$ cat config.mk
export PLATFORM = sky130hd
export DESIGN_NAME = matdet_seq
export DESIGN_NICKNAME = d
export VERILOG_FILES = /design/src/rtl/matdet_pkg.sv /design/src/rtl/matdet_seq_fxp_mac.sv /design/src/rtl/matdet_seq.sv
export SDC_FILE = /design/constraint.sdc
export NUM_CORES = 2
export LEC_CHECK = 0
export CORE_UTILIZATION = 54
export DETAILED_ROUTE_END_ITERATION = 16
export GPL_TIMING_DRIVEN = 0
export PLACE_DENSITY_LB_ADDON = 0.25
export RECOVER_POWER = 100
export SLEW_MARGIN = 0
export SYNTH_ARGS = -nofsm -noshare
export SYNTH_HDL_FRONTEND = slang
export SYNTH_SLANG_ARGS = --single-unit
$ cat constraint.sdc
create_clock -name clk -period 12.3 [get_ports clk]
set_clock_uncertainty 0.15 [all_clocks]
set_input_delay 1.845 -clock clk [delete_from_list [all_inputs] [get_ports clk]]
set_output_delay 1.845 -clock clk [all_outputs]
set_load 0.01 [all_outputs]
$ cat src/rtl/matdet_pkg.sv
// Shared types and tables for the sequential determinant engine.
// FSM states, size encodings, column-pair table and combine signs.
package matdet_pkg;

  typedef enum logic [2:0] {
    S_IDLE,
    S_MTOP,
    S_MBOT,
    S_COMB,
    S_DONE
  } state_t;

  localparam logic [1:0] N2   = 2'd0;
  localparam logic [1:0] N3   = 2'd1;
  localparam logic [1:0] N4   = 2'd2;
  localparam logic [1:0] NILL = 2'd3;

  localparam logic [4:0] MACS_N2 = 5'd2;
  localparam logic [4:0] MACS_N3 = 5'd9;
  localparam logic [4:0] MACS_N4 = 5'd30;

  // MACs spent building one bank of minors
  localparam logic [4:0] MIN3_OPS = 5'd6;
  localparam logic [4:0] MIN4_OPS = 5'd12;

  // bit p set: term p of the 4x4 combine is subtracted
  localparam logic [5:0] COMB_NEG = 6'b010010;

  // column pairs 01,02,03,12,13,23
  function automatic logic [1:0] pair_lo(
    input logic [2:0] p
  );
    unique case (p)
      3'd0, 3'd1, 3'd2: pair_lo = 2'd0;
      3'd3, 3'd4:       pair_lo = 2'd1;
      default:          pair_lo = 2'd2;
    endcase
  endfunction

  function automatic logic [1:0] pair_hi(
    input logic [2:0] p
  );
    unique case (p)
      3'd0:       pair_hi = 2'd1;
      3'd1, 3'd3: pair_hi = 2'd2;
      default:    pair_hi = 2'd3;
    endcase
  endfunction

endpackage

$ cat src/rtl/matdet_seq_fxp_mac.sv
// Combinational fixed-point multiply-accumulate step.
// x,y,acc_in,subtract,clear in; acc_out = base +/- (x*y)>>>FRAC_BITS.
module fxp_mac #(
  parameter int DATA_WIDTH = 32,
  parameter int FRAC_BITS  = 0
) (
  input  logic [DATA_WIDTH-1:0] x,
  input  logic [DATA_WIDTH-1:0] y,
  input  logic [DATA_WIDTH-1:0] acc_in,
  input  logic                  subtract,
  input  logic                  clear,
  output logic [DATA_WIDTH-1:0] acc_out
);

  localparam int DW = DATA_WIDTH;

  logic signed [2*DW-1:0] xs;
  logic signed [2*DW-1:0] ys;
  logic signed [2*DW-1:0] prod;
  logic [DW-1:0] term;
  logic [DW-1:0] base;

  always_comb begin
    xs   = {{DW{x[DW-1]}}, x};
    ys   = {{DW{y[DW-1]}}, y};
    prod = xs * ys;
    term = DW'(prod >>> FRAC_BITS);
    base = clear ? '0 : acc_in;
    acc_out = subtract ? base - term
                       : base + term;
  end

endmodule

$ cat src/rtl/matdet_seq.sv
// Time-shared determinant engine for 2x2/3x3/4x4 signed matrices.
// in_valid/in_ready/n_sel/mat in; out_valid/out_ready/det/err out.
module matdet_seq
  import matdet_pkg::*;
#(
  parameter int DATA_WIDTH = 32,
  parameter int FRAC_BITS  = 0
) (
  input  logic                     clk,
  input  logic                     rst_n,
  input  logic                     in_valid,
  output logic                     in_ready,
  input  logic [1:0]               n_sel,
  input  logic [16*DATA_WIDTH-1:0] mat,
  output logic                     out_valid,
  input  logic                     out_ready,
  output logic [DATA_WIDTH-1:0]    det,
  output logic                     err
);

  localparam int DW = DATA_WIDTH;

  state_t state_q, state_d;
  logic [4:0] cnt_q, cnt_d;
  logic [1:0] nsel_q;
  logic       err_q;
  logic [DW-1:0] mat_q [16];
  logic [DW-1:0] top_q [6];
  logic [DW-1:0] bot_q [6];
  logic [DW-1:0] acc_q;
  logic [DW-1:0] det_q;

  logic [2:0] k;
  logic [2:0] j;
  logic [2:0] jb;
  logic [2:0] pidx;
  logic [1:0] r0, r1, cl, ch;
  logic [DW-1:0] x, y, acc_out;
  logic sub, clr, mac_en, last;
  logic wr_top, wr_bot, accept;

  assign in_ready  = (state_q == S_IDLE);
  assign out_valid = (state_q == S_DONE);
  assign accept    = in_valid & in_ready;
  assign det       = det_q;
  assign err       = err_q;

  // minor index advances every second op
  assign k  = cnt_q[3:1];
  assign j  = cnt_q[2:0];
  assign jb = 3'd5 - j;

  always_comb begin
    state_d = state_q;
    cnt_d   = cnt_q;
    x       = '0;
    y       = '0;
    sub     = 1'b0;
    clr     = 1'b0;
    mac_en  = 1'b0;
    last    = 1'b0;
    wr_top  = 1'b0;
    wr_bot  = 1'b0;
    r0      = 2'd0;
    r1      = 2'd1;
    pidx    = 3'd0;
    cl      = 2'd0;
    ch      = 2'd1;
    unique case (state_q)
      S_IDLE: begin
        if (in_valid) begin
          cnt_d = 5'd0;
          if (n_sel == N2 || n_sel == NILL)
            state_d = S_COMB;
          else
            state_d = S_MTOP;
        end
      end
      S_MTOP, S_MBOT: begin
        mac_en = 1'b1;
        sub    = cnt_q[0];
        clr    = ~cnt_q[0];
        if (state_q == S_MBOT) begin
          r0     = 2'd2;
          r1     = 2'd3;
          pidx   = k;
          wr_bot = cnt_q[0];
          last   = (cnt_q == MIN4_OPS - 5'd1);
        end else if (nsel_q == N3) begin
          // 3x3 cofactor order: pairs 12, 02, 01
          r0     = 2'd1;
          r1     = 2'd2;
          pidx   = (k == 3'd0) ? 3'd3 :
                   (k == 3'd1) ? 3'd1 : 3'd0;
          wr_top = cnt_q[0];
          last   = (cnt_q == MIN3_OPS - 5'd1);
        end else begin
          r0     = 2'd0;
          r1     = 2'd1;
          pidx   = k;
          wr_top = cnt_q[0];
          last   = (cnt_q == MIN4_OPS - 5'd1);
        end
        cl = pair_lo(pidx);
        ch = pair_hi(pidx);
        x  = sub ? mat_q[{r0, ch}] : mat_q[{r0, cl}];
        y  = sub ? mat_q[{r1, cl}] : mat_q[{r1, ch}];
        cnt_d = cnt_q + 5'd1;
        if (last) begin
          cnt_d = 5'd0;
          if (state_q == S_MTOP && nsel_q == N4)
            state_d = S_MBOT;
          else
            state_d = S_COMB;
        end
      end
      S_COMB: begin
        clr    = (j == 3'd0);
        mac_en = (nsel_q != NILL);
        unique case (nsel_q)
          N2: begin
            sub  = cnt_q[0];
            x    = sub ? mat_q[4'd1] : mat_q[4'd0];
            y    = sub ? mat_q[4'd4] : mat_q[4'd5];
            last = (cnt_q == MACS_N2 - 5'd1);
          end
          N3: begin
            sub  = (j == 3'd1);
            x    = mat_q[{2'd0, j[1:0]}];
            y    = top_q[j];
            last = (cnt_q == MACS_N3 - MIN3_OPS - 5'd1);
          end
          N4: begin
            sub  = COMB_NEG[j];
            x    = top_q[j];
            y    = bot_q[jb];
            last = (cnt_q == MACS_N4 - 5'd2 * MIN4_OPS - 5'd1);
          end
          NILL: last = 1'b1;
        endcase
        cnt_d = cnt_q + 5'd1;
        if (last) begin
          cnt_d   = 5'd0;
          state_d = S_DONE;
        end
      end
      S_DONE: begin
        if (out_ready) state_d = S_IDLE;
      end
      default: state_d = S_IDLE;
    endcase
  end

  fxp_mac #(
    .DATA_WIDTH(DW),
    .FRAC_BITS (FRAC_BITS)
  ) u_mac (
    .x       (x),
    .y       (y),
    .acc_in  (acc_q),
    .subtract(sub),
    .clear   (clr),
    .acc_out (acc_out)
  );

  always_ff @(posedge clk or negedge rst_n) begin
    if (!rst_n) begin
      state_q <= S_IDLE;
      cnt_q   <= 5'd0;
      nsel_q  <= N2;
      err_q   <= 1'b0;
      acc_q   <= '0;
      det_q   <= '0;
      for (int i = 0; i < 16; i++) mat_q[i] <= '0;
      for (int i = 0; i < 6; i++) begin
        top_q[i] <= '0;
        bot_q[i] <= '0;
      end
    end else begin
      state_q <= state_d;
      cnt_q   <= cnt_d;
      if (accept) begin
        nsel_q <= n_sel;
        err_q  <= (n_sel == NILL);
        for (int i = 0; i < 16; i++)
          mat_q[i] <= mat[i*DW +: DW];
      end
      if (mac_en) acc_q <= acc_out;
      if (wr_top) top_q[k] <= acc_out;
      if (wr_bot) bot_q[k] <= acc_out;
      if (state_q == S_COMB && last)
        det_q <= mac_en ? acc_out : '0;
    end
  end

endmodule
==> results of run 1 <==
==> cells in the mapped netlist, types with 48 or more instances <==
master / number
a21oi_1: 253
a31oi_1: 54
buf_2: 88
clkbuf_1: 344
dfrtp_1: 971
fa_1: 409
ha_1: 189
inv_1: 533
mux2_2: 556
mux2i_1: 145
mux4_2: 68
nand2_1: 741
nand2b_1: 51
nand3_1: 68
nor2_1: 554
nor2b_1: 48
nor3_1: 76
o21ai_0: 605
o22ai_1: 81
o32ai_1: 49
or2_2: 62
xnor2_1: 77
==> stage by stage <==
step	area (µm²)	hold slack [ps]	util
floorplan	67510	287.6	-
global placement	75090	305.7	0.6065
detailed placement	75600	313.5	0.6107
CTS	84870	327.4	0.6855
==> timing repair <==
action                                  4_1_cts
gates cloned                                  3
endpoints found under the hold margin         0
resized for setup                           985
buffers inserted                            231
pin swaps                                   162
endpoints found under the setup margin      389
==> layer usage <==
metal,global-route usage,GRT overflow
met1,0.8031,21
met3,0.6473,25
met5,0.3630,6
met4,0.7384,132
met2,0.9294,167
==> logic make-up after synthesis <==
family	synth area share
AO/OA/AOI/OAI	0.1457
flip-flops	0.3605
multiplexers	0.1371
adder cells (fa/ha/maj)	0.1565
XOR/XNOR	0.01958
buffers and inverters	0.06277
AND/OR/NAND/NOR	0.1178
==> results.toml, run 1 <==
[synth]
synth_cells = 6844
ys_top_cells_by_area = "dfrtp_1 (36%), fa_1 (12%), mux2_2 (9.3%)"
ys_ff_latch = 971
synth_fp_nets = 7960
synth_enable_flop_cells = 0
yosysSeqAreaShare = 0.3605
netlist-cell-type-count = 110
synth.largest_area_cell = "dfrtp_1"
ys_warn_count = 0
syn_area_um2 = 67410
synth_top_area_frac = 0.3605
ys.flop_type = "dfrtp_1"
async_reset_ff_frac = 1.000
synth_area_per_cell_um2 = 9.849

[placed_design]
port_buffers = 552
gp_congestion = 1.198
place_inst = 9055
dp_worst_setup_slack_ps = -6266
hpwlAfterDp_um = 309900

[floorplanning]
rows = 129
die_w_um = 355.3
num_io_pins = 553
die_h_um = 355.3
start_util = 0.5445

[clocking]
cts_hold_buf = 0
htreeDepth = 3
cts_buffers = 97
clock-sinks = 971
cts.path.max_buffers = 3
cts_root_buf = "clkbuf_16"

[run_status]
failing_step = "global routing"
status = "did not finish"
stop_error = "[ERROR GRT-0232] Routing congestion too high. Check the congestion heatmap in the GUI."

[grt]
grt_max_degree = 132
grt_overflow = 351
grt_usage = 0.7837

[sta]
worst-ep-kind = "register input"
crit_endpoint = "bot_q[31]$_DFFE_PN0P_/D"
==> run 2, diff against run 1 <==
--- a/config.mk
+++ b/config.mk
@@ -5,10 +5,10 @@
 export SDC_FILE = /design/constraint.sdc
 export NUM_CORES = 2
 export LEC_CHECK = 0
-export CORE_UTILIZATION = 54
+export CORE_UTILIZATION = 40
 export DETAILED_ROUTE_END_ITERATION = 16
 export GPL_TIMING_DRIVEN = 0
-export PLACE_DENSITY_LB_ADDON = 0.25
+export PLACE_DENSITY_LB_ADDON = 0.15
 export RECOVER_POWER = 100
 export SLEW_MARGIN = 0
 export SYNTH_ARGS = -nofsm -noshare
==> constraint.sdc (replaced) <==
create_clock -name clk -period 16 [get_ports clk]
set_clock_uncertainty 0.15 [all_clocks]
set_input_delay 2.4 -clock clk [delete_from_list [all_inputs] [get_ports clk]]
set_output_delay 2.4 -clock clk [all_outputs]
set_load 0.01 [all_outputs]
==> results.toml, run 2 <==
[finish]
layout_common_cells = "dfrtp_1 (970), nand2_1 (739), o21ai_0 (597)"
reg_top3 = "mat_q x512, bot_q x192, top_q x192"
fin_util = 0.4828
syn_to_final_growth_pct = 19.78
fin_nets = 8657
fin_area_um2 = 80740
final_common_cell = "dfrtp_1"
regMostFlops = "mat_q"
largest_reg_flops = 512
drive_gt1_frac = 0.1647

[grt]
grt_overflow = 0
grt_max_degree = 123
grt_usage = 0.4767
grt_pass1_wl_um = 541600
antenna_found_initial = 60
grt_pass1_vias = 61316

[sta]
maxSlewHeadroom = -3.358
rsz0062_at_grt = "no"
fmax_mhz = 62.26
hold_ws_ps = 320.0
setup_ws_ps = -60.76
fin_crit_ps = 16060
tightest_slew_ps = 6536
maxSlewViolCount = 962
post-route-period-util = 1.004
hold_viol_final = 0
setup_viol = 27

[clocking]
cts_root_buf = "clkbuf_16"
cts.path.max_buffers = 3
htreeDepth = 3
cts_tree = "yes"
cts_buffers = 105
insertion_delay_ps = 820
path_clk_slew_ps = 70
clock-sinks = 971

[critical_path]
worst_setup_path_start_kind = "flop"
crit_top_cell = "fa_1"
end_kind = "flop"
r2r_start = "state_q[0]$_DFFE_PN0P_"
worst-path-buf-inv = 10
arrival_ps = 16600
reg2reg_to = "bot_q[191]$_DFFE_PN0P_"
rrSetupSlack_ps = -60
path_delay_family = "adder cells"
worst-setup-path-type = "reg -> reg"
cp_max_fo = 10
cp_slowest_stage_delay_ps = 1020
slowest_stage = "clkbuf_1"
crit_required_ps = 16540
reg2reg_depth = 42

[synth]
synth_fp_nets = 7960
yosysSeqAreaShare = 0.3605
ys_warn_count = 0
ys_top_cells_by_area = "dfrtp_1 (36%), fa_1 (12%), mux2_2 (9.3%)"
synth_most_common_cell = "dfrtp_1"
synth_area_per_cell_um2 = 9.849
synth_enable_flop_cells = 0
syn_area_um2 = 67410
synth_top_area_frac = 0.3605
synth_cells = 6844
netlist-cell-type-count = 110
synth_commonest_cells = "dfrtp_1 (971), nand2_1 (741), o21ai_0 (605), mux2_2 (556), nor2_1 (554)"
ys.flop_type = "dfrtp_1"
synth.largest_area_cell = "dfrtp_1"
async_reset_ff_frac = 1.000
ys_ff_latch = 971

[detailed_routing]
dr.pass1.iters = 9
drtIter0Drc = 9408
postRouteAntennaNets = 0
vias_per_cell = 6.523
drc = 0
wirelength_um = 410500
num_vias = 64397
wl_per_cell_um = 41.58

[floorplanning]
dieArea_um2 = 170200
num_io_pins = 553
coreArea_um2 = 167200
rows = 150
start_util = 0.4031
die_w_um = 412.5
die_h_um = 412.5

[worst_hold_path]
hp-start = "acc_q[16]$_DFFE_PN0P_"
hp-class = "reg -> reg"
hold_depth = 2
hold_end = "acc_q[16]$_DFFE_PN0P_"

[placed_design]
placed_area_um2 = 76300
hpwlAfterDp_um = 328000
port_buffers = 552
gp_congestion = 1.197
dp_worst_setup_slack_ps = -4557

[run_status]
status = "finished with violations"
violations = "max-capacitance violations, max-slew violations, negative setup slack"

[run]
drv_cap = 27
## run 2: tightest hold or removal path, stage by stage (launching register included)
cell     delay, ps
dfrtp_1        340
nand2_1         40
o21ai_0         60
## run 2: kinds of logic after synthesis
family                   count (synthesis)  share of synthesized area
flip-flops                             971                     0.3605
AO/OA/AOI/OAI                         1538                     0.1457
XOR/XNOR                               134                    0.01958
adder cells (fa/ha/maj)                598                     0.1565
buffers and inverters                 1040                    0.06277
AND/OR/NAND/NOR                       1794                     0.1178
multiplexers                           769                     0.1371
## run 2: final cells by class
class	instances	area, µm²
antenna	40	100.1
inverter	536	2019
multi-input combinational	4833	39480
sequential	971	24300
tap	2204	2758
fill	15934	86480
timing repair buffer	600	6030
buffer	494	2360
clock buffer	151	3070
clock inverter	43	624.3
## run 2: worst max path at each step
stage | cells after the start | from | slack [ps] | to
after floorplan | 56 | cnt_q[2]$_DFFE_PN0P_ | 2770 | top_q[31]$_DFFE_PN0P_
after global placement | 1 | rst_n | -32000 | acc_q[15]$_DFFE_PN0P_
after detailed placement | 46 | cnt_q[2]$_DFFE_PN0P_ | -4560 | top_q[62]$_DFFE_PN0P_
after CTS | 58 | cnt_q[2]$_DFFE_PN0P_ | 7 | top_q[61]$_DFFE_PN0P_
after global routing | 52 | cnt_q[1]$_DFFE_PN0P_ | 0.8 | bot_q[156]$_DFFE_PN0P_
final | 42 | state_q[0]$_DFFE_PN0P_ | -60 | bot_q[191]$_DFFE_PN0P_
## run 2: per-stage QoR
step	setup TNS (ps)	cells
after detailed placement	-828020	9628
after global routing	0	9842
final	-788.2	9872
after floorplan	0	6844
after CTS	0	9828
after global placement	-	9600
## run 2: what timing repair did
action / in CTS / in global routing
endpoints found under the setup margin: 315 / 142
resized for setup: 148 / 72
buffers inserted: 9 / 9
pin swaps: 7 / 9
hold buffers: 0 / 0
gates cloned: 0 / 0
## run 2: layer usage
layer | vias to the layer above | part of all wire | wire [µm] | GRT usage
met1 | 33433 | 0.40 | 164200 | 0.6327
met2 | 4711 | 0.40 | 164400 | 0.6552
met4 | 44 | 0.068 | 27800 | 0.2662
li1 | 25094 | - | - | -
met3 | 1115 | 0.13 | 53270 | 0.1882
met5 | - | 0.0020 | 839 | 0.01781
Power of run 2 is left out: the tool's default activity adds up to more than one toggle a clock period on the data nets, which glitch-free logic cannot reach.
